## src/rtl/player_vertical.sv

```systemverilog
// Per-frame vertical physics and jump/duck state machine for the player avatar.
// Optional build macro FAST_FALL_EN: a duck request in the air dives straight down and lands into a duck.
module player_vertical #(
    parameter int HEIGHT_W = 16,
    parameter int VEL_W    = 12
) (
    input  logic                clk_in,
    input  logic                rst_n_in,
    input  logic                new_frame_in,
    input  logic                jump_in,
    input  logic                duck_in,
    input  logic [5:0]          gravity_in,
    input  logic [7:0]          duck_limit_in,
    input  logic [9:0]          vertical_jump_in,
    output logic [HEIGHT_W-1:0] height_out,
    output logic                airborne_out,
    output logic                ducking_out,
    output logic                landed_out
);

    localparam logic [1:0] ST_GROUND = 2'd0;
    localparam logic [1:0] ST_AIR    = 2'd1;
    localparam logic [1:0] ST_DUCK   = 2'd2;

    logic [1:0]                r_state,   w_state_nxt;
    logic [HEIGHT_W-1:0]       r_height,  w_height_nxt;
    logic signed [VEL_W-1:0]   r_vel,     w_vel_nxt;
    logic [7:0]                r_cnt,     w_cnt_nxt;
    logic [8:0]                r_limit,   w_limit_nxt;
    logic [5:0]                r_gravity, w_gravity_nxt;
    logic                      r_landed,  w_landed_nxt;
    logic                      r_jump_pend, r_duck_pend;
    logic                      r_airborne, r_ducking;
    logic                      w_jump, w_duck;
    logic [8:0]                w_duck_limit;
    logic signed [HEIGHT_W+1:0] w_nh;
    logic signed [VEL_W-1:0]   w_launch_vel;
    logic signed [VEL_W-1:0]   w_gravity_s;
`ifdef FAST_FALL_EN
    logic [9:0]                r_vj,   w_vj_nxt;
    logic                      r_dive, w_dive_nxt;
`endif

    // A request arriving on the tick cycle itself still counts for that tick.
    assign w_jump       = r_jump_pend | jump_in;
    assign w_duck       = r_duck_pend | duck_in;
    assign w_duck_limit = (duck_limit_in == 8'd0) ? 9'd256 : {1'b0, duck_limit_in};
    assign w_nh         = $signed({2'b00, r_height})
                        + $signed({{(HEIGHT_W+2-VEL_W){r_vel[VEL_W-1]}}, r_vel});
    assign w_launch_vel = $signed({{(VEL_W-10){1'b0}}, vertical_jump_in});
    assign w_gravity_s  = $signed({{(VEL_W-6){1'b0}}, r_gravity});

    // NOTE: every next-state variable gets a default first so no latch is inferred.
    always_comb begin
        w_state_nxt   = r_state;
        w_height_nxt  = r_height;
        w_vel_nxt     = r_vel;
        w_cnt_nxt     = r_cnt;
        w_limit_nxt   = r_limit;
        w_gravity_nxt = r_gravity;
        w_landed_nxt  = 1'b0;
`ifdef FAST_FALL_EN
        w_vj_nxt      = r_vj;
        w_dive_nxt    = r_dive;
`endif
        if (new_frame_in) begin
            case (r_state)
                ST_GROUND, ST_DUCK: begin
                    if (w_jump) begin
                        w_state_nxt   = ST_AIR;
                        w_vel_nxt     = w_launch_vel;
                        w_gravity_nxt = gravity_in;
`ifdef FAST_FALL_EN
                        w_vj_nxt      = vertical_jump_in;
`endif
                    end else if (r_state == ST_GROUND) begin
                        if (w_duck) begin
                            w_state_nxt = ST_DUCK;
                            w_cnt_nxt   = 8'd0;
                            w_limit_nxt = w_duck_limit;
                        end
                    end else if ({1'b0, r_cnt} + 9'd1 == r_limit) begin
                        w_state_nxt = ST_GROUND;
                        w_cnt_nxt   = 8'd0;
                    end else begin
                        w_cnt_nxt = r_cnt + 8'd1;
                    end
                end
                ST_AIR: begin
`ifdef FAST_FALL_EN
                    // The dive tick only redirects velocity; height resumes next tick.
                    if (w_duck) begin
                        w_vel_nxt  = -$signed({{(VEL_W-10){1'b0}}, r_vj});
                        w_dive_nxt = 1'b1;
                    end else
`endif
                    if (w_nh[HEIGHT_W+1] || (w_nh == '0)) begin
                        w_state_nxt  = ST_GROUND;
                        w_height_nxt = '0;
                        w_vel_nxt    = '0;
                        w_landed_nxt = 1'b1;
`ifdef FAST_FALL_EN
                        w_dive_nxt   = 1'b0;
                        if (r_dive) begin
                            w_state_nxt = ST_DUCK;
                            w_cnt_nxt   = 8'd0;
                            w_limit_nxt = w_duck_limit;
                        end
`endif
                    end else begin
                        w_height_nxt = w_nh[HEIGHT_W-1:0];
                        w_vel_nxt    = r_vel - w_gravity_s;
                    end
                end
                default: w_state_nxt = ST_GROUND;
            endcase
        end
    end

    // NOTE: state uses non-blocking assignments so all registers update from the same pre-edge values.
    always_ff @(posedge clk_in or negedge rst_n_in) begin
        if (!rst_n_in) begin
            r_state     <= ST_GROUND;
            r_height    <= '0;
            r_vel       <= '0;
            r_cnt       <= '0;
            r_limit     <= '0;
            r_gravity   <= '0;
            r_landed    <= 1'b0;
            r_jump_pend <= 1'b0;
            r_duck_pend <= 1'b0;
            r_airborne  <= 1'b0;
            r_ducking   <= 1'b0;
`ifdef FAST_FALL_EN
            r_vj        <= '0;
            r_dive      <= 1'b0;
`endif
        end else begin
            r_state     <= w_state_nxt;
            r_height    <= w_height_nxt;
            r_vel       <= w_vel_nxt;
            r_cnt       <= w_cnt_nxt;
            r_limit     <= w_limit_nxt;
            r_gravity   <= w_gravity_nxt;
            r_landed    <= w_landed_nxt;
            r_jump_pend <= new_frame_in ? 1'b0 : w_jump;
            r_duck_pend <= new_frame_in ? 1'b0 : w_duck;
            // Pose flags get their own flops so the outputs never glitch on state decode.
            r_airborne  <= (w_state_nxt == ST_AIR);
            r_ducking   <= (w_state_nxt == ST_DUCK);
`ifdef FAST_FALL_EN
            r_vj        <= w_vj_nxt;
            r_dive      <= w_dive_nxt;
`endif
        end
    end

    assign height_out   = r_height;
    assign airborne_out = r_airborne;
    assign ducking_out  = r_ducking;
    assign landed_out   = r_landed;

endmodule

```

## config.mk

```make
export PLATFORM = sky130hd
export DESIGN_NAME = player_vertical
export DESIGN_NICKNAME = d
export VERILOG_FILES = /design/src/rtl/player_vertical.sv
export SDC_FILE = /design/constraint.sdc
export NUM_CORES = 1
export LEC_CHECK = 0
export BUFFER_PORTS_ARGS = -buffer_cell sky130_fd_sc_hd__buf_2
export CORE_ASPECT_RATIO = 1.5
export CORE_MARGIN = 10
export CORE_UTILIZATION = 44
export DETAILED_ROUTE_END_ITERATION = 16
export PLACE_DENSITY = 0.66
export SYNTH_ARGS = -nofsm -noshare
export SYNTH_HDL_FRONTEND = slang
export SYNTH_SLANG_ARGS = --single-unit
```

## constraint.sdc

```tcl
create_clock -name clk_in -period 2.9 [get_ports clk_in]
set_input_delay 0.87 -clock clk_in [delete_from_list [all_inputs] [get_ports clk_in]]
set_output_delay 0.87 -clock clk_in [all_outputs]
set_load 0.01 [all_outputs]
```

# --- Word level (Yosys, flattened, before mapping) ---
# Cells that the tools add are included.
word_totals:
  reg_bits: 58
  ram_bits: 0
  mem_bits_ro: 0
  latch_bits: 0
  memories: 0
op_classes:
  div: 0
  add_sub_neg: 4
  n_eq_ne: 7
  shifts: 0
  n_reduce_logical: 11
  mux: 20
  mul: 0
  n_lt_le_gt_ge: 0
  n_bitwise: 3
ops:
  columns: ["op", "count"]
  rows:
  - ["two-way mux 12 bit", 2]
  - ["two-way mux 8 bit", 3]
  - ["one-hot mux 12 bit (2 select lines)", 1]
  - ["adder 17 x 12 -> 18 bit", 1]
  - ["logical NOT 18 bit", 1]
  - ["two-way mux 16 bit", 1]
  - ["two-way mux 2 bit", 6]
  - ["subtractor 12 x 7 -> 12 bit", 1]
  - ["adder 8 x 1 -> 9 bit (second input constant)", 1]
  - ["equality test 9 bit", 1]
  - ["two-way mux 9 bit", 1]
  - ["adder 8 x 1 -> 8 bit (second input constant)", 1]
  - ["logical NOT 8 bit", 1]
  - ["AND reduction 3 bit", 2]
  - ["two-way mux 1 bit", 5]
  - ["AND reduction 5 bit", 1]
  - ["equality test 2 x 1 -> 1 bit (second input constant)", 2]
  - ["equality test 2 bit (second input constant)", 2]
  - ["inequality test 2 bit (second input constant)", 2]
  - ["one-hot mux 2 bit (2 select lines)", 1]
  - ["AND reduction 4 bit", 1]
  - ["logical NOT 2 bit", 1]
  - ["bitwise OR 1 bit", 2]
  - ["AND reduction 2 bit", 1]
  - ["other kinds (4)", 4]

# --- Logic depth before layout (Yosys ltp) ---
# Gate-level depths: netlist of run 1.
logic_depth:
  word_depth: 8
  depth_mapped: 13
  mapped_depth_nobuf: 13

# --- Worst setup path after synthesis of run 1 ---
# No wires, ideal clock.
synth_timing:
  path_type: "register to register"
  from: "register r_height[0], in the netlist height_out[0]"
  to: "register r_vel[6]"
  arrival_time_ps: 3091
  required_time_ps: 2762
  path_slack_ps: -329
  path_stages_with_launch: 14
  cell_sequence: "dfrtp_1 -> ha_1 -> inv_1 -> fa_1 -> nor2b_1 -> o31ai_2 -> a21boi_1 -> o21a_1 -> or3_4 -> a2111oi_2 -> or4b_4 -> buf_6 -> a22oi_2 -> o22ai_1"
synth_via:
  elab_chain_len: 5
synth_lines:
  columns: ["element", "line_no", "rtl"]
  rows:
  - ["start, declared", "26", "logic [HEIGHT_W-1:0] r_height, w_height_nxt;"]
  - ["start signal, assigned", "140", "r_height <= w_height_nxt;"]
  - ["adder 17 x 12 -> 18 bit (*)", "49", "+ $signed({{(HEIGHT_W+2-VEL_W){r_vel[VEL_W-1]}}, r_vel});"]
  - ["logical NOT 18 bit", "97", "if (w_nh[HEIGHT_W+1] || (w_nh == '0)) begin"]
  - ["logical OR 1 bit (*)", "97", null]
  - ["two-way mux 12 bit (*)", "97", null]
  - ["one-hot mux 12 bit (2 select lines) (*)", "67", "case (r_state)"]
  - ["end signal, assigned", "141", "r_vel <= w_vel_nxt;"]
  - ["end, declared", "27", "logic signed [VEL_W-1:0] r_vel, w_vel_nxt;"]
# Every way passes the cells marked *; elsewhere a longest branch is shown, timed or not.
# A chain may end at the register's enable or synchronous reset.

# --- Worst setup path after layout of run 1 ---
layout_timing:
  from: "register r_height[1], in the netlist height_out[1]"
  to: "register r_vel[7]"
# Same word-level chain as after synthesis.

==> metrics, run 1 <==
worst path arrival time 3410 ps; TritonCTS clock tree built; Slew Limit Headroom 41.2%; Layout area overhead 36.3%; Synth Warn # 0; Final GP Congestion 0.931; worst r2r src height_out[1]; PwrDens 1300 mW/mm²; RSZ-0062 raised after global routing true; Worst Hold End r_duck_pend; Nets 636; worst hold margin 504 ps; slowest stage cell, crit path or4b_4; Critical Path RT 3110 ps; fin cells 696; Worst Path Max Fanout 6; placed insts 677; pre-CTS setup slack -385 ps; Seq/Total Area, Yosys 36.3%; Detail Route Antenna Nets 0; HP Start r_duck_pend; drt pass-1 iters 5; Die Ht 137 µm; Max VDD drop 0.768 mV; largest net degree at the start of global routing 36; critical path endpoint category register; Initial Utilization 45.3%; drt via density 5.63; final-report max-slew violation count 0; first-pass GRT wire length 19300 µm; Final Hold Fails 0; hpwl dp 8680 µm; post-route minimum period 3200 ps; Clk pwr share 14.1%; count of flip-flops with a built-in enable after synthesis 0; Static Leak 2.60 nW; clk sinks 58; FF-to-FF End r_vel[7]; Slowest Stage Delay on Critical Path 580 ps; compound-gate portion of the synthesized area 22.4%; ant diodes 0; status finished, violations left; sw frac 42.2%; Post-Route WL 11700 µm; global route overflow 0; Num CTS Buffers 9; XOR/XNOR Fraction of Synth Area 5.91%; # port buffers 47; Clock Latency Late Sink 330 ps; Pwr Total 7.11 mW; vias in the first global route 4056; internal reg-to-reg setup slack -300 ps; maximum clock insertion buffer count 2; max-cap violations 0; simple-gate area share of the yosys netlist 19.1%; core area 0.00883 mm²; DRC Markers 0; I/O pin cnt 48; vias 3917; Final setup viols 16; post-layout util 61.7%; Worst Reg-to-Reg Cells 10; largest family of logic cells by synthesized area compound AO/OA/AOI/OAI gates; Std-Cell Rows 42; Most used DFF post-synth dfrtp_1; Slew @ Worst Pin 874 ps; Clock transition at path regs 60 ps; Synth Register Bits 58; Fillers 775; CP Cell Sequence ha_1 > a21o_1 > and4_1 > o211a_1 > or3_1 > o32a_1 > o22a_1 > or4b_4 > a41oi_2 > o22ai_1; Psw 3.00 mW; Fin Setup TNS -4360 ps; fraction of layout cells with a size suffix above 1 34.6%; Fmax 0.312 GHz; initial antenna violation count 0; mux share of post-synthesis cell area 3.54%; Placed Area 0.00502 mm²; critical path startpoint category register; Setup WS post-layout -303 ps; die width 97.8 µm; HP Class reg2reg; Post-synth ARST share 100%; H-tree depth 3; DR iter-0 viols 162; root buffer cell clkbuf_16; cell area after synthesis 0.00400 mm²; Tot GR Track Use 17.5%; Int Pwr 4.11 mW; Die Area 0.0134 mm²; combinational share of power 66.9%; critical path class reg2reg; Mapped Avg Cell Area 8.93 µm²; Tcrit/Tclk final 110%; Yosys cell types 63; Mapped Cells 448; Layout Skew 6.30 ps; violated checks setup timing; Reg power frac 19.0%; Post-Syn Nets 503; drt wl/cell 16.8 µm; final non-filler cell area 0.00545 mm²; hold depth 2; Synth Area in Adders 8.51%
-- cell type report --
cell class	instances	area [µm²]	area share (%)
Sequential cell	58	1450	26.6
Tap cell	110	138	2.52
Timing Repair Buffer	139	933	17.1
Clock inverter	6	42.5	0.780
Inverter	25	93.8	1.72
Clock buffer	10	239	4.38
Multi-Input combinational cell	348	2550	46.8
-- flip-flops by register name, summed over array words and instances (netlist names) --
signal,flops
airborne_out,1
ducking_out,1
height_out,16
landed_out,1
r_cnt,8
r_duck_pend,1
r_gravity,6
r_jump_pend,1
r_limit,9
r_state,2
r_vel,12
-- routing by layer --
layer	track usage, %	part of all wire, %	vias to the layer above
li1	-	-	1918
met1	19.0	40	1888
met2	31.7	53	80
met3	3.43	3.0	31
met4	8.67	3.8	0
met5	0	0	-
-- cell usage after synthesis, drive strengths merged (8+ instances only) --
master  count  area, µm²
dfrtp      58       1450
nand2      41        154
a21oi      33        173
o21ai      32        164
nor2       28        105
inv        25       93.8
ha         24        300
clkbuf     15       56.3
nand3      15       80.1
xnor2      15        131
o31ai      14        110
xor2       12        105
nor3       11       55.1
mux2        9        101
nand4       9       56.3
a21o        8       60.1
-- how the worst max path moves through the flow --
stage                        from         end  slack [ps]  depth (start not counted)
global placement        r_vel[11]  landed_out        -350                         10
floorplan                r_vel[7]    r_vel[6]        -240                         12
global route        height_out[0]   r_vel[11]        -460                         11
CTS                      r_vel[0]    r_vel[6]        -290                         13
detailed placement       r_vel[0]  landed_out        -380                         12
finish              height_out[1]    r_vel[7]        -300                         10
-- cell usage in the layout (no fill, tap or decap), types with 10 or more instances in the layout --
cell,instances
nand3_1,13
inv_1,24
nand2_1,41
o31ai_1,10
nor2_1,27
buf_4,90
dfrtp_1,58
a21oi_1,27
xnor2_1,15
nor3_1,10
buf_2,47
xor2_1,12
ha_1,20
o21ai_0,29
-- critical path: cells and delay by family (launching register included) --
kind            cells  cell delay (ps)
compound gates      6             1160
fa+ha+maj           1              300
flops               1              410
simple gates        3             1210
-- cells by family (layout without fill, tap and decap cells) --
kind of cell | count (synthesis) | in the layout
buffers and inverters | 43 | 180
flip-flops | 58 | 58
adder cells (fa/ha/maj) | 26 | 26
AND/OR/NAND/NOR | 148 | 149
AO/OA/AOI/OAI | 133 | 133
multiplexers | 13 | 13
XOR/XNOR | 27 | 27
-- what timing repair did --
item / CTS / global route
gates cloned: 1 / 0
hold buffers: 0 / 0
setup endpoints to repair: 16 / 22
buffers inserted: 2 / 0
resized for setup: 13 / 9
pin swaps: 10 / 0
endpoints found under the hold margin: 0 / 0
-- power groups by stage --
stage / Combinational, mW / Clock, mW / Sequential [mW]
after floorplan: 2.60 / 0 / 1.40
after global placement: 4.37 / 0 / 1.35
after detailed placement: 4.46 / 0 / 1.36
after CTS: 4.65 / 1.02 / 1.36
after global routing: 5.21 / 1.05 / 1.39
final: 4.75 / 1.00 / 1.35
No activity file was read; power rests on OpenSTA's default activity.
==> run 2: changes to the inputs <==
==> constraint.sdc (replaced) <==
create_clock -name clk_in -period 2.9 [get_ports clk_in]
set_input_delay 0.58 -clock clk_in [delete_from_list [all_inputs] [get_ports clk_in]]
set_output_delay 0.58 -clock clk_in [all_outputs]
set_load 0.01 [all_outputs]
==> run 2 against run 1 <==
The flow still finishes with violations (setup timing); die area did not move; hold slack got worse by 400 ps; global-route usage fell by 0.17 points; final cell count rose by 0.14%; critical path type unchanged; critical endpoint unchanged; highest routed layer unchanged.
==> metrics, run 2 (synthesis results as in run 1) <==
# port buffers 47; critical path endpoint category register; Max VDD drop 0.745 mV; family with the most delay on the worst path compound AO/OA/AOI/OAI gates; Static Leak 2.62 nW; H-tree depth 3; max FFs per register 16; drt pass-1 iters 4; Slew @ Worst Pin 856 ps; Slew Limit Headroom 42.5%; critical path class reg2reg; Nets 637; worst hold margin 100 ps; ant diodes 0; TritonCTS clock tree built; HP Class in2async; Detail Route Antenna Nets 0; drt via density 5.66; Fmax 0.303 GHz; root buffer cell clkbuf_16; global route overflow 0; vias in the first global route 4066; most common cell after layout, fill and taps aside buf_4; Final setup viols 16; largest net degree at the start of global routing 36; fraction of layout cells with a size suffix above 1 33.9%; violated checks setup timing; max-cap violations 0; Clock transition at path regs 60 ps; Initial Utilization 45.3%; Die Area 0.0134 mm²; core area 0.00883 mm²; DR iter-0 viols 244; Std-Cell Rows 42; Fin Setup TNS -5690 ps; combined buffer and inverter count along the critical path 1; Slowest Stage Delay on Critical Path 510 ps; Pwr Total 7.25 mW; Setup WS post-layout -399 ps; Die Ht 137 µm; Tot GR Track Use 17.3%; worst path arrival time 3490 ps; status finished, violations left; CP Cell Sequence ha_1 > a21oi_1 > a21boi_2 > o21a_1 > or3_4 > a2111oi_4 > buf_4 > or4b_4 > a22oi_2 > o22ai_1; Critical Path RT 3090 ps; die width 97.8 µm; I/O pin cnt 48; drt wl/cell 17.0 µm; Tcrit/Tclk final 114%; hold_buf cts 0; hpwl dp 8860 µm; initial antenna violation count 0; Num CTS Buffers 9; PwrDens 1320 mW/mm²; most frequent cells in the layout buf_4, dfrtp_1, buf_2, nand2_1, a21oi_1; final non-filler cell area 0.00549 mm²; Layout Skew 8.10 ps; Worst Path Max Fanout 5; Placed Area 0.00501 mm²; post-layout util 62.2%; RSZ-0062 raised after global routing true; slowest stage cell, crit path or4b_4; Fillers 757; Clock Latency Late Sink 330 ps; first-pass GRT wire length 19200 µm; critical path startpoint category register; vias 3943; Layout area overhead 37.3%; DRC Markers 0; Final GP Congestion 0.923; Post-Route WL 11800 µm; maximum clock insertion buffer count 2; post-route minimum period 3300 ps; Final Hold Fails 0; final-report max-slew violation count 0; clk sinks 58
run 2: cell count changes in the layout (fill, tap and decap cells not counted), moves of 2 or more:
cell and change:
a21oi_1 +2, a21oi_2 -2, bufinv_16 +2, clkbuf_1 +2
clkinv_2 -2, clkinv_4 -2, nand3_2 -2, o21ai_0 -2
o41ai_1 +2, o41ai_2 -2
run 2: routing by layer:
layer | vias to the layer above | track usage, % | part of all wire (%)
li1 | 1917 | - | -
met1 | 1921 | 18.0 | 40
met2 | 84 | 32.7 | 53
met3 | 21 | 3.13 | 3.7
met4 | 0 | 8.10 | 2.5
met5 | - | 0 | 0
run 2: power breakdown:
part	internal [mW]	switching [mW]	leakage (nW)
Clock	0.776	0.379	0.149
Combinational	2.35	2.39	1.75
Sequential	1.13	0.230	0.721
Total	4.26	3.00	2.62
run 2: cell type report:
cell class	instances	area [µm²]	share of cell area, %
repair buffers	140	941	17.1
clock inverters	4	75.1	1.37
inverters	25	93.8	1.71
well taps	110	138	2.51
clock buffers	12	246	4.49
flip-flops and latches	58	1450	26.4
multi-input cells	348	2540	46.3
run 2: what timing repair did:
action / in CTS / in global routing
gates cloned: 1 / 0
pin swaps: 8 / 2
setup buffers: 1 / 3
gates resized for setup: 12 / 10
endpoints found under the setup margin: 16 / 28
run 2: final timing paths:
kind | slack, ps | start | cells after the start | end
worst max-delay path | -400 | r_vel[5] | 10 | r_vel[7]
worst min-delay path | 100 | rst_n_in | 1 | r_limit[6]
worst max register to register | -400 | r_vel[5] | 10 | r_vel[7]
worst min register to register | 500 | r_duck_pend | 2 | r_duck_pend
max in group asynchronous | 2120 | rst_n_in | 2 | height_out[0]
min in group clk_in | 450 | gravity_in[0] | 3 | r_gravity[0]
run 2: through the flow:
| step | setup WS (ps) | cells |
|---|---|---|
| floorplan | -236 | 448 |
| global placement | -303 | 676 |
| detailed placement | -401 | 676 |
| CTS | -370 | 694 |
| global route | -558 | 697 |
| finish | -399 | 697 |
